### src/rtl/gpio_lite_int_master7.sv
// Register-bus initiator for the GPIO lite subunit. Config requests become three writes; interrupts are read-cleared, then INPUT_VALUE is sampled.
// An irq seen in IDLE gives read7 one cycle later and evt_valid7 five cycles later. The event record holds while evt_ready7 is low.
module gpio_lite_int_master7 #(
  parameter logic [5:0]  ADDR_DIR  = 6'h04,
  parameter logic [5:0]  ADDR_OE   = 6'h08,
  parameter logic [5:0]  ADDR_OUT  = 6'h0C,
  parameter logic [5:0]  ADDR_IN   = 6'h10,
  parameter logic [5:0]  ADDR_STAT = 6'h20,
  parameter logic [15:0] IRQ_MASK  = 16'hFFFF
) (
  input  logic        pclk7,
  input  logic        reset7,
  input  logic        cfg_valid7,
  output logic        cfg_ready7,
  input  logic [15:0] cfg_dir7,
  input  logic [15:0] cfg_oe7,
  input  logic [15:0] cfg_out7,
  input  logic [15:0] irq7,
  output logic        read7,
  output logic        write7,
  output logic [5:0]  addr7,
  output logic [15:0] wdata7,
  input  logic [15:0] rdata7,
  output logic        evt_valid7,
  input  logic        evt_ready7,
  output logic [15:0] evt_status7,
  output logic [15:0] evt_value7,
  output logic [7:0]  evt_count7,
  output logic        busy7
);

  typedef enum logic [3:0] {
    IDLE, W_DIR, W_OE, W_OUT, R_STAT, C_STAT, R_VAL, C_VAL, PUSH
  } state_t;

  state_t      state;
  logic [15:0] dir_q, oe_q, out_q;
  logic [15:0] stat_q, val_q;
  logic [7:0]  count_q;

  assign evt_status7 = stat_q;
  assign evt_value7  = val_q;
  assign evt_count7  = count_q;

  // Bus strobes are registered alongside the state they belong to, so each
  // branch sets up the outputs of the state it is moving into.
  always_ff @(posedge pclk7) begin
    if (reset7) begin
      state      <= IDLE;
      dir_q      <= '0;
      oe_q       <= '0;
      out_q      <= '0;
      stat_q     <= '0;
      val_q      <= '0;
      count_q    <= '0;
      cfg_ready7 <= 1'b1;
      read7      <= 1'b0;
      write7     <= 1'b0;
      addr7      <= '0;
      wdata7     <= '0;
      evt_valid7 <= 1'b0;
      busy7      <= 1'b0;
    end else begin
      case (state)
        IDLE: begin
          if (cfg_valid7) begin
            dir_q      <= cfg_dir7;
            oe_q       <= cfg_oe7;
            out_q      <= cfg_out7;
            state      <= W_DIR;
            write7     <= 1'b1;
            addr7      <= ADDR_DIR;
            wdata7     <= cfg_dir7;
            cfg_ready7 <= 1'b0;
            busy7      <= 1'b1;
          end else if ((irq7 & IRQ_MASK) != '0) begin
            state      <= R_STAT;
            read7      <= 1'b1;
            addr7      <= ADDR_STAT;
            cfg_ready7 <= 1'b0;
            busy7      <= 1'b1;
          end
        end
        W_DIR: begin
          state  <= W_OE;
          addr7  <= ADDR_OE;
          wdata7 <= oe_q;
        end
        W_OE: begin
          state  <= W_OUT;
          addr7  <= ADDR_OUT;
          wdata7 <= out_q;
        end
        W_OUT: begin
          state      <= IDLE;
          write7     <= 1'b0;
          addr7      <= '0;
          wdata7     <= '0;
          cfg_ready7 <= 1'b1;
          busy7      <= 1'b0;
        end
        R_STAT: begin
          state <= C_STAT;
          read7 <= 1'b0;
          addr7 <= '0;
        end
        C_STAT: begin
          stat_q <= rdata7;
          // A zero status means the interrupt was already cleared: no event.
          if (rdata7 == '0) begin
            state      <= IDLE;
            cfg_ready7 <= 1'b1;
            busy7      <= 1'b0;
          end else begin
            state <= R_VAL;
            read7 <= 1'b1;
            addr7 <= ADDR_IN;
          end
        end
        R_VAL: begin
          state <= C_VAL;
          read7 <= 1'b0;
          addr7 <= '0;
        end
        C_VAL: begin
          val_q      <= rdata7;
          state      <= PUSH;
          evt_valid7 <= 1'b1;
        end
        PUSH: begin
          if (evt_ready7) begin
            count_q    <= count_q + 8'd1;
            evt_valid7 <= 1'b0;
            state      <= IDLE;
            cfg_ready7 <= 1'b1;
            busy7      <= 1'b0;
          end
        end
        default: begin
          state      <= IDLE;
          read7      <= 1'b0;
          write7     <= 1'b0;
          addr7      <= '0;
          wdata7     <= '0;
          evt_valid7 <= 1'b0;
          cfg_ready7 <= 1'b1;
          busy7      <= 1'b0;
        end
      endcase
    end
  end

endmodule

### config.mk
export PLATFORM = sky130hd
export DESIGN_NAME = gpio_lite_int_master7
export DESIGN_NICKNAME = d
export VERILOG_FILES = /design/src/rtl/gpio_lite_int_master7.sv
export SDC_FILE = /design/constraint.sdc
export NUM_CORES = 1
export LEC_CHECK = 0
export BUFFER_PORTS_ARGS = -buffer_cell sky130_fd_sc_hd__buf_2
export CAP_MARGIN = 20
export CORE_ASPECT_RATIO = 0.9
export CORE_MARGIN = 10
export CORE_UTILIZATION = 50
export DETAILED_ROUTE_END_ITERATION = 7
export PLACE_DENSITY = 0.9
export SLEW_MARGIN = 10
export SYNTH_ARGS = -nofsm -noshare
export SYNTH_HDL_FRONTEND = slang
export SYNTH_SLANG_ARGS = --single-unit
### constraint.sdc
create_clock -name pclk7 -period 2.18 [get_ports pclk7]
set_input_delay 0 -clock pclk7 [delete_from_list [all_inputs] [get_ports pclk7]]
set_output_delay 0 -clock pclk7 [all_outputs]
set_load 0.05 [all_outputs]
Yosys cells after proc, flatten, opt, wreduce, memory -nomap -nowiden
Index checks and enable logic that the tools add are counted.
{"block": "totals", "word_cells": 80, "out_inout_bits": 67, "reg_bits": 103, "input_bits": 84}
{"block": "classes", "n_reduce_logical": 18, "n_eq_ne": 15, "n_bitwise": 6, "n_mux": 27, "addsub": 1}
{"op": "case mux 16 bit (4 select lines)", "n": 1}
{"op": "case mux 4 bit (8 select lines)", "n": 1}
{"op": "case mux 6 bit (5 select lines)", "n": 1}
{"op": "two-way mux 6 bit", "n": 3}
{"op": "equality test 4 x 3 -> 1 bit, second input constant", "n": 4}
{"op": "logical NOT 16 bit", "n": 1}
{"op": "two-way mux 16 bit", "n": 1}
{"op": "nonzero test 16 bit", "n": 1}
{"op": "OR reduction 5 bit", "n": 3}
{"op": "OR reduction 7 bit", "n": 2}
{"op": "two-way mux 4 bit", "n": 3}
{"op": "!= test 2 bit, second input constant", "n": 6}
{"op": "AND reduction 2 bit", "n": 6}
{"op": "two-way mux 1 bit", "n": 11}
{"op": "adder 8 x 1 -> 8 bit, second input constant", "n": 1}
{"op": "equality test 4 x 2 -> 1 bit, second input constant", "n": 2}
{"op": "case mux 1 bit (4 select lines)", "n": 2}
{"op": "AND reduction 4 bit", "n": 2}
{"op": "NOT 1 bit", "n": 6}
{"op": "case mux 1 bit (3 select lines)", "n": 2}
{"op": "equality test 4 x 1 -> 1 bit, second input constant", "n": 1}
{"op": "equality test 4 bit, second input constant", "n": 1}
{"op": "logical NOT 4 bit", "n": 1}
{"op": "two-way mux 3 bit", "n": 1}
{"op": "other kinds (4)", "n": 4}

Logic depth before layout (Yosys ltp)
Gate-level depths: netlist of the first run.
{"block": "logic_depth", "depth_word": 4, "depth_mapped": 7, "ltp_nobuf": 5}

Worst setup path after synthesis of the first run
Ideal clock, no wire load.
{"block": "synth_path", "kind": "flip-flop to flip-flop", "startpoint": "register state[3]", "endpoint": "register busy7", "required_ns": 2.057, "path_stages_with_launch": 7, "path_slack_ns": 0.496, "n_path_buf": 1, "arrival_time_ns": 1.560, "setup_ns": 0.123, "synth_period_minus_slack_ns": 1.684, "cell_sequence": "dfxtp_1 -> buf_6 -> or4_1 -> nor2_1 -> nand2_1 -> nand3_2 -> mux2_1"}
{"block": "synth_between", "elab_chain_len": 4, "elab_cells_between_ends": 15, "classes_between": "10 x eq/ne; 1 x mux; 1 x bitwise; 3 x reduce/logical"}
{"element": "start, declared", "line_no": "36", "source": "state_t state;"}
{"element": "start signal, assigned", "line_no": "49", "source": "state <= IDLE;"}
{"element": "start signal, assigned", "line_no": "70", "source": "state <= W_DIR;"}
{"element": "start signal, assigned", "line_no": "77", "source": "state <= R_STAT;"}
{"element": "equality test 4 x 3 -> 1 bit, or another cell as far along", "line_no": "64", "source": "case (state)"}
{"element": "OR reduction 5 bit (no line)"}
{"element": "NOT 1 bit (no line)"}
{"element": "AND reduction 4 bit (no line)"}
{"element": "end signal, assigned", "line_no": "62", "source": "busy7 <= 1'b0;"}
{"element": "end signal, assigned", "line_no": "75", "source": "busy7 <= 1'b1;"}
{"element": "end signal, assigned", "line_no": "81", "source": "busy7 <= 1'b1;"}
{"element": "end, declared", "line_no": "29", "source": "output logic busy7"}
Parallel ways exist; a longest one is shown, timed or not.
A chain may end at the register's enable or synchronous reset.

Worst setup path in the final report of the first run
{"block": "layout_path", "startpoint": "register state[0]", "endpoint": "register addr7[2]"}
{"block": "layout_between", "elab_chain_len": 4, "elab_cells_between_ends": 12, "classes_between": "7 x eq/ne; 1 x mux; 1 x bitwise; 3 x reduce/logical"}
{"element": "branches (longest 4 deep; another with case mux 6 bit (5 select lines))"}
{"element": "end signal, assigned", "line_no": "59", "source": "addr7 <= '0;"}
{"element": "end signal, assigned", "line_no": "72", "source": "addr7 <= ADDR_DIR;"}
{"element": "end signal, assigned", "line_no": "79", "source": "addr7 <= ADDR_STAT;"}
{"element": "end, declared", "line_no": "21", "source": "output logic [5:0] addr7,"}
Several ways; the timed one is not identified.

==> impl_results.md, run 1 <==
- Status: complete, no violations
- Worst-Margin Slew: 0.9526 ns
- Switching Fraction: 33.80%
- Ports: 151
- Critical-path top delay cell: dfxtp_1
- GRT Util Overall: 21.91%
- Die Wd: 117.1 µm
- Clock root buffer master: clkbuf_8
- Post-synthesis sequential area ratio: 47.63%
- Cell taking the most area after synthesis: dfxtp_1
- Total CTS buffers: 9
- Routed WL: 14160 µm
- Sequence of cells on the critical path: buf_4 -> nor2b_1 -> and3_1 -> nand2_1 -> a31oi_1 -> a22o_1
- Crit path DAT: 2.34 ns
- Leading cell type in the layout, fill and taps excluded: nand2_1
- Top FF cell, synth: dfxtp_1
- Post-DP Area: 0.005015 mm²
- Multi-input gate area: 0.002008 mm²
- Antenna violations before repair: 1
- FF-to-FF path depth: 6
- Synth unique cells: 47
- Post-Synthesis Cells: 532
- Worst Path Buf+Inv: 1
- First-pass GRT wire length: 22320 µm
- Leakage: 2.438 nW
- Combinational Power Share: 23.4%
- DR pass1 iterations: 5
- DIE AREA: 0.01258 mm²
- Worst-case vdd ir drop: 0.6672 mV
- Via/cell ratio: 5.543
- Core area: 0.008145 mm²
- CTS Buffer Depth: 2
- Critical Path Max Stage Delay: 0.55 ns
- Synth-to-layout area growth: 34.98%
- DRT antenna net count: 0
- Peak Freq: 0.4963 GHz
- Min Tclk post-route: 2.015 ns
- WP depth: 6
- Final hold slack: 0.07705 ns
- Largest cells by area after synthesis: dfxtp_1 48%, nand2_1 14%, a21oi_1 8.8%
- Kind of critical path: reg2reg
- Reg power frac: 47.4%
- Placement Setup Slack: 0.1988 ns
- Clk sinks: 101
- Tcrit/Tclk final: 92.42%
- Initial Util: 52.12%
- Internal Pwr Total: 2.891 mW
- DRC violations left: 0
- WL/cell: 17.29 µm
- Unrepaired setup endpoints after global routing: false
- Mapped Area: 0.004245 mm²
- Hold Path Stages: 5
- Remaining global-route overflow: 0
- Rows: 31
- Switching pwr: 1.476 mW
- Worst Path Max Fanout: 17
- Worst setup SP type: flip-flop
- Final setup TNS: 0 ns
- Max-cap violation count: 0
- Initial DRC count: 603
- Flops & latches, synth: 101
- Vias: 4540
- Slew HR: 36.50%
- Required @ worst endpoint: 2.50 ns
- Yosys top cell area share: 47.63%
- Asr flop ratio synth: 0%
- Clock skew: 0.009548 ns
- Fill cell count: 573
- Post-DP HPWL: 9448 µm
- CTS resizes: 0
- CTS H-tree lvls: 3
- Final Max Slew Viols: 0
- Nets: 799
- CP endpoint kind: flip-flop
- Setup ws final: 0.1653 ns
- Clock Pin Slew Worst Setup and Hold Paths: 0.10 ns
- Worst Hold Class: in2reg
- Clock power share: 29.2%
- Vias in the first global route: 4448
- Clock latency on the worst-skew pair: 0.38 ns
- Largest net degree at the start of global routing: 66
- Sequential cell area: 0.002023 mm²
- CP delay by family, top: simple AND/OR/NAND/NOR gates
- Synthesis warning total: 0
- PnR Total Power: 4.368 mW
- Routability congestion estimate: 0.9061
- Post-Layout Inst Area: 0.005731 mm²
- EDFF count, synth: 0
- PD cells: 762.2 mW/mm²
- Die H: 107.4 µm
- Post-Syn Area per Cell: 7.980 µm²
- Most frequent cells in the layout: 154 x nand2_1, 147 x buf_2, 100 x dfxtp_1, 75 x a21oi_1, 50 x dlygate4sd3_1
- Setup Viol. Count Final: 0
- Share of layout cells above drive strength 1: 25.73%
- Final hold vios: 0
- Count of input and output buffers: 148
- CTS tree: yes
==> cells by family (layout without fill, tap and decap cells) <==
family                     after synthesis  count (layout)  share of synthesized area (%)
AOI/OAI and AO/OA                      126             126                          17.33
xor gates and xnor gates                 5               5                          1.209
adders and majority gates                1               1                         0.2947
buffers and inverters                   46             232                          5.158
DFF                                    101             101                          47.63
muxes                                   19              19                          4.509
other                                    1               3                        0.08833
and+or+nand+nor                        233             233                          23.78
==> stage by stage <==
stage	cells	utilization, %
final	819	70.35
after detailed placement	752	61.57
after global placement	752	61.57
after CTS	818	70.32
after floorplan	533	-
after global routing	819	70.35
==> final timing paths <==
kind	startpoint	endpoint	slack, ns
max reg2reg	state[0]	addr7[2]	0.17
min	cfg_dir7[14]	wdata7[14]	0.08
min reg2reg	evt_status7[2]	evt_status7[2]	0.46
max	state[0]	addr7[2]	0.17
==> power groups by stage <==
| stage | Clock, mW | Sequential, mW | Combinational [mW] |
|---|---|---|---|
| after floorplan | 0 | 2.30 | 0.466 |
| after global placement | 0 | 2.10 | 0.912 |
| after detailed placement | 0 | 2.11 | 0.937 |
| after CTS | 1.29 | 2.06 | 1.01 |
| after global routing | 1.36 | 2.08 | 1.10 |
| final | 1.28 | 2.07 | 1.02 |
==> cell type report <==
cell class	instances	share of cell area, %
Antenna cell	1	0.04367
Tap cell	99	2.162
Multi-Input combinational cell	386	35.04
Clock inverter	7	1.550
Inverter	5	0.3275
Clock buffer	9	2.162
Timing Repair Buffer	211	23.41
Sequential cell	101	35.31
==> metal layers <==
| metal | wire [µm] | share of wire, % | global-route usage, % |
|---|---|---|---|
| met2 | 7103 | 50 | 37.98 |
| met4 | 281 | 2.0 | 7.584 |
| met1 | 5310 | 38 | 24.61 |
| met5 | 0 | 0 | 0 |
| met3 | 1461 | 10 | 7.079 |
==> registers in the layout, indices dropped and copies added, names as in the netlist <==
signal       count
read7            1
cfg_ready7       1
state            4
out_q           16
write7           1
addr7            4
evt_value7      16
busy7            1
wdata7          16
evt_status7     16
oe_q            16
evt_count7       8
evt_valid7       1
==> synthesized netlist by cell type (all sizes together), types with 3 or more instances <==
library cell  instances
a22oi                16
clkbuf               22
nand4                 3
dfxtp               101
mux2i                18
nor2b                 3
xor2                  3
nand3                 7
nor2                 36
a21oi                75
nor3                  6
a2111oi               3
o21ai                20
buf                  19
nand2               154
nor4                 10
or3                   4
inv                   5
==> what timing repair did <==
action                                 4_1_cts  5_1_grt
buffers inserted                             0        0
endpoints found under the hold margin       66        0
hold buffers                                50        0
==> worst min-delay path: cells and delay by family <==
family | cells | cell delay [ns]
AO/OA/AOI/OAI | 2 | 0.20
AND/OR/NAND/NOR | 1 | 0.08
buffers and inverters | 1 | 0.07
multiplexers | 1 | 0.06
(Power assumes the default switching activity.)
==> run 2, diff against run 1 <==
==> constraint.sdc (replaced) <==
create_clock -name pclk7 -period 1.89 [get_ports pclk7]
set_input_delay 0 -clock pclk7 [delete_from_list [all_inputs] [get_ports pclk7]]
set_output_delay 0 -clock pclk7 [all_outputs]
set_load 0.05 [all_outputs]
==> impl_results.md, run 2 (synthesis results as in run 1) <==
- Ports: 151 (unchanged)
- Setup Viol. Count Final: 0 (unchanged)
- Die Wd: 117.1 µm (unchanged)
- Kind of critical path: reg2reg
- Clk sinks: 101 (unchanged)
- Reg-to-reg endpoint: busy7
- Initial DRC count: 382 (-37%)
- Core area: 0.008145 mm² (unchanged)
- DRC violations left: 0 (unchanged)
- Status: complete, no violations
- Antenna violations before repair: 0 (-1)
- CP delay by family, top: simple AND/OR/NAND/NOR gates
- Routed WL: 14040 µm (-0.81%)
- Clock skew: 0.01146 ns (+0.001912 ns)
- Final hold slack: 0.08371 ns (+0.006667 ns)
- FF-to-FF path depth: 5 (-1)
- Worst Path Buf+Inv: 0 (-1)
- Critical Path Max Stage Delay: 0.58 ns (+0.03 ns)
- Leading cell type in the layout, fill and taps excluded: nand2_1
- Synth-to-layout area growth: 36.81%
- CP endpoint kind: flip-flop
- Worst Hold Class: in2reg
- DIE AREA: 0.01258 mm² (unchanged)
- Clock latency on the worst-skew pair: 0.36 ns (-0.02 ns)
- Final Max Slew Viols: 0 (unchanged)
- Routability congestion estimate: 0.8964 (-1.1%)
- Unrepaired setup endpoints after global routing: false
- First-pass GRT wire length: 22360 µm (+0.16%)
- Remaining global-route overflow: 0 (unchanged)
- Rows: 31 (unchanged)
- Final hold vios: 0 (unchanged)
- Post-DP HPWL: 9585 µm (+1.5%)
- CTS tree: yes
- Critical-path top delay cell: or4_1
- Via/cell ratio: 5.508 (-0.63%)
- Share of layout cells above drive strength 1: 26.96% (+1.2 points)
- CTS Buffer Depth: 2 (unchanged)
- Worst setup SP type: flip-flop
- Required @ worst endpoint: 2.15 ns (-0.35 ns)
- Hold Path Sink: wdata7[10]
- Count of input and output buffers: 148 (unchanged)
- Vias in the first global route: 4584 (+3.1%)
- Setup bufs post-CTS: 0 (unchanged)
- Sequence of cells on the critical path: or4_1 -> nor2_1 -> nand2_1 -> nand3_2 -> mux2_1
- Hold Path Stages: 5 (unchanged)
- Die H: 107.4 µm (unchanged)
- GRT Util Overall: 22.01% (+0.099 points)
- Crit path DAT: 2.00 ns (-0.34 ns)
- R2R Path Start: state[0]
- Worst-case vdd ir drop: 0.5440 mV (-18%)
- Clock root buffer master: clkbuf_8
- Vias: 4550 (+0.22%)
- Tcrit/Tclk final: 92.46% (about the same)
- Initial Util: 52.12% (unchanged)
- Total CTS buffers: 9 (unchanged)
- Worst Hold Launch: cfg_dir7[10]
- Nets: 808 (+1.1%)
- Leakage: 2.483 nW (+1.8%)
- Reg-to-reg slack, setup: 0.14 ns (-0.02 ns)
- Final setup TNS: 0 ns (unchanged)
- Worst Path Max Fanout: 5 (-12)
- Largest net degree at the start of global routing: 41 (-38%)
- Fill cell count: 596 (+4.0%)
- DRT antenna net count: 0 (unchanged)
- Multi-input gate area: 0.002019 mm² (+0.56%)
- Min Tclk post-route: 1.747 ns (-0.2673 ns)
- Peak Freq: 0.5723 GHz (+15%)
- Max-cap violation count: 0 (unchanged)
- Sequential cell area: 0.002024 mm² (about the same)
- Antenna diode count: 0 (-1)
- CTS H-tree lvls: 3 (unchanged)
- WL/cell: 17.00 µm (-1.6%)
- DR pass1 iterations: 7 (+2)
- Clock Pin Slew Worst Setup and Hold Paths: 0.10 ns (about the same)
- PD cells: 859.9 mW/mm² (+13%)
- Most frequent cells in the layout: 154 x nand2_1, 147 x buf_2, 99 x dfxtp_1, 75 x a21oi_1, 51 x dlygate4sd3_1
-- run 2: power breakdown --
group | switching, mW | internal, mW | leakage (nW) | total [mW]
sequential | 0.0960 | 2.27 | 0.823 | 2.37
combinational | 0.790 | 0.448 | 1.56 | 1.24
clock | 0.745 | 0.647 | 0.0987 | 1.39
total | 1.63 | 3.36 | 2.48 | 4.99
-- run 2: area by class of cell --
cell class	count	share of cell area, %
sequential	101	34.86
multi-input combinational	386	34.77
timing repair buffer	220	24.52
clock buffer	10	2.370
tap	99	2.133
clock inverter	5	1.034
inverter	5	0.3231
-- run 2: metal layers --
metal | wire, µm | part of all wire [%] | vias up | track usage, %
met5 | 0 | 0 | - | 0
met4 | 303 | 2.2 | 0 | 8.907
met3 | 1438 | 10 | 32 | 7.302
met2 | 6996 | 50 | 256 | 38.34
met1 | 5305 | 38 | 2087 | 23.96
li1 | - | - | 2175 | -
-- run 2: worst max-delay path by stage --
stage	endpoint	slack (ns)	from	depth (start not counted)
after global routing	busy7	0.01	state[0]	5
after floorplan	busy7	0.21	state[3]	6
final	busy7	0.14	state[0]	5
after detailed placement	wdata7[9]	0.07	state[3]	7
after CTS	wdata7[9]	0.05	state[3]	7
after global placement	busy7	0.17	state[0]	5
-- run 2: timing repair --
item / 4_1_cts / 5_1_grt
hold buffers: 51 / 0
hold endpoints to repair: 72 / 0
gates resized for setup: 0 / 5
setup endpoints to repair: 0 / 34
-- run 2: per-stage QoR --
step	utilization, %	instance area (µm²)	std cells	power [mW]	setup slack (ns)
finish	71.31	5808	826	4.995	0.1426
global route	71.31	5808	826	5.217	0.01143
CTS	71.15	5796	826	4.983	0.05047
detailed placement	62.46	5087	760	3.540	0.07259
global placement	62.46	5087	760	3.506	0.1692
floorplan	-	4249	533	3.189	0.2063
-- run 2: worst reg2reg max path, delay by kind of cell (launching register included) --
family	cells	cell delay, ns
AND/OR/NAND/NOR	4	0.94
flip-flops	1	0.39
multiplexers	1	0.31
==> run 3, diff against run 2 <==
==> constraint.sdc (replaced) <==
create_clock -name pclk7 -period 1.89 [get_ports pclk7]
set_input_delay 0.0945 -clock pclk7 [delete_from_list [all_inputs] [get_ports pclk7]]
set_output_delay 0.0945 -clock pclk7 [all_outputs]
set_load 0.05 [all_outputs]
==> impl_results.md, run 3 (synthesis results as in run 1) <==
- Clock skew: 0.007178 ns (-0.004282 ns)
- Antenna diode count: 0 (unchanged)
- Worst-Margin Slew: 0.6660 ns
- CP endpoint kind: flip-flop
- M1 wire length: 5011 µm (-5.5%)
- Slew HR: 55.60%
- Die Wd: 117.1 µm (unchanged)
- Vias in the first global route: 4485 (-2.2%)
- Peak Freq: 0.5542 GHz (-3.2%)
- Crit path from: rdata7[13]
- Cell count after placement: 759 (-0.13%)
- WL/cell: 17.01 µm (about the same)
- FF-to-FF path depth: 5 (unchanged)
- Share of layout cells above drive strength 1: 26.77% (-0.19 points)
- Nets: 802 (-0.74%)
- Leakage: 2.451 nW (-1.3%)
- CP endpoint: busy7
- Final Max Slew Viols: 0 (unchanged)
- Post-Layout Inst Area: 0.005739 mm² (-1.2%)
- Max-cap violation count: 0 (unchanged)
- PD cells: 861.5 mW/mm² (+0.18%)
- Routability congestion estimate: 0.8881 (-0.93%)
- Clk sinks: 101 (unchanged)
- Worst Hold Class: in2reg
- Status: complete, no violations
- Total CTS buffers: 9 (unchanged)
- Routed WL: 13950 µm (-0.67%)
- DRC violations left: 0 (unchanged)
- Die H: 107.4 µm (unchanged)
- Clock latency on the worst-skew pair: 0.36 ns (about the same)
- Post-DP Area: 0.005080 mm² (-0.15%)
- Reg-to-reg endpoint: busy7
- Reg-to-reg slack, setup: 0.09 ns (-0.06 ns)
- GRT Util Overall: 21.59% (-0.43 points)
- CTS Buffer Depth: 2 (unchanged)
- Unrepaired setup endpoints after global routing: false
- Ports: 151 (unchanged)
- Crit path DAT: 2.06 ns (+0.06 ns)
- Tcrit/Tclk final: 95.48% (+3.0 points)
- CTS tree: yes
- Remaining global-route overflow: 0 (unchanged)
- R2R Path Start: state[0]
- First-pass GRT wire length: 22050 µm (-1.4%)
- Kind of critical path: in2reg
- Largest net degree at the start of global routing: 66 (+61%)
- Met3 WL post-DR: 1623 µm (+13%)
- DRT antenna net count: 0 (unchanged)
- Worst Path Max Fanout: 4 (-1)
- Worst setup SP type: input pin
- Required @ worst endpoint: 2.14 ns (about the same)
- Most frequent cells in the layout: 154 x nand2_1, 147 x buf_2, 100 x dfxtp_1, 75 x a21oi_1, 46 x dlygate4sd3_1
- Min Tclk post-route: 1.805 ns (+0.05711 ns)
- Final hold vios: 0 (unchanged)
- CTS H-tree lvls: 3 (unchanged)
- Top layer in use: met4
- Clock root buffer master: clkbuf_8
- Clock Pin Slew Worst Setup and Hold Paths: 0.10 ns (about the same)
- Setup Viol. Count Final: 0 (unchanged)
- Leading cell type in the layout, fill and taps excluded: nand2_1
- Synth-to-layout area growth: 35.19%
- Finished Layout Cells: 820 (-0.73%)
- DIE AREA: 0.01258 mm² (unchanged)
- Setup bufs post-CTS: 0 (unchanged)
- Antenna violations before repair: 0 (unchanged)
- Initial Util: 52.12% (unchanged)
- DR pass1 iterations: 5 (-2)
- Worst-case vdd ir drop: 0.5931 mV (+9.0%)
- Vias: 4531 (-0.42%)
- Via/cell ratio: 5.526 (+0.31%)
- Count of input and output buffers: 148 (unchanged)
- Met2 WL: 7007 µm (+0.16%)
- Final setup TNS: 0 ns (unchanged)
- Initial DRC count: 434 (+14%)
- Core area: 0.008145 mm² (unchanged)
- Hold Path Stages: 3 (-2)
- Rows: 31 (unchanged)
- Post-DP HPWL: 9640 µm (+0.58%)
run 3: worst min-delay path by stage:
stage,from,endpoint,slack [ns]
detailed placement,cfg_out7[13],out_q[13],0.34
floorplan,cfg_oe7[0],oe_q[0],0.23
global route,rdata7[3],evt_value7[3],0.002
CTS,rdata7[3],evt_value7[3],0.005
global placement,cfg_out7[4],out_q[4],0.34
finish,rdata7[3],evt_value7[3],0.01
run 3: layout make-up:
class / instances / area, µm²
clock buffers: 10 / 127.6
clock inverters: 5 / 60.06
fillers: 617 / 2406
inverters: 5 / 18.77
multi-input cells: 386 / 2019
flip-flops and latches: 101 / 2023
well taps: 99 / 123.9
repair buffers: 214 / 1366
run 3: through the flow:
stage	setup slack (ns)	util, %	hold slack, ns	power (mW)
floorplan	0.2063	-	0.2305	3.189
global placement	0.1683	62.37	0.3357	3.502
detailed placement	0.1104	62.37	0.3407	3.543
CTS	0.07933	70.32	0.004645	4.943
global route	0.0008407	70.46	0.002438	5.170
finish	0.08546	70.46	0.01365	4.944
run 3: critical path, cell delays in order:
cell and delay [ns]:
dlygate4sd3_1 0.53, buf_2 0.14, nor4_1 0.29, and4_1 0.36
a311o_1 0.21, nand3_2 0.10, mux2_1 0.33
run 3: power breakdown:
part	internal [mW]	switching, mW
Clock	0.613	0.740
Combinational	0.440	0.787
Sequential	2.27	0.0943
run 3: per-layer routing:
layer	GRT usage, %	vias up
li1	-	2170
met1	23.50	2086
met2	38.10	245
met3	7.581	30
met4	6.966	0
met5	0	-
run 3: repair_timing:
item	4_1_cts	5_1_grt
hold buffers	46	0
setup endpoints to repair	0	18
endpoints found under the hold margin	55	0
gates resized for setup	0	4
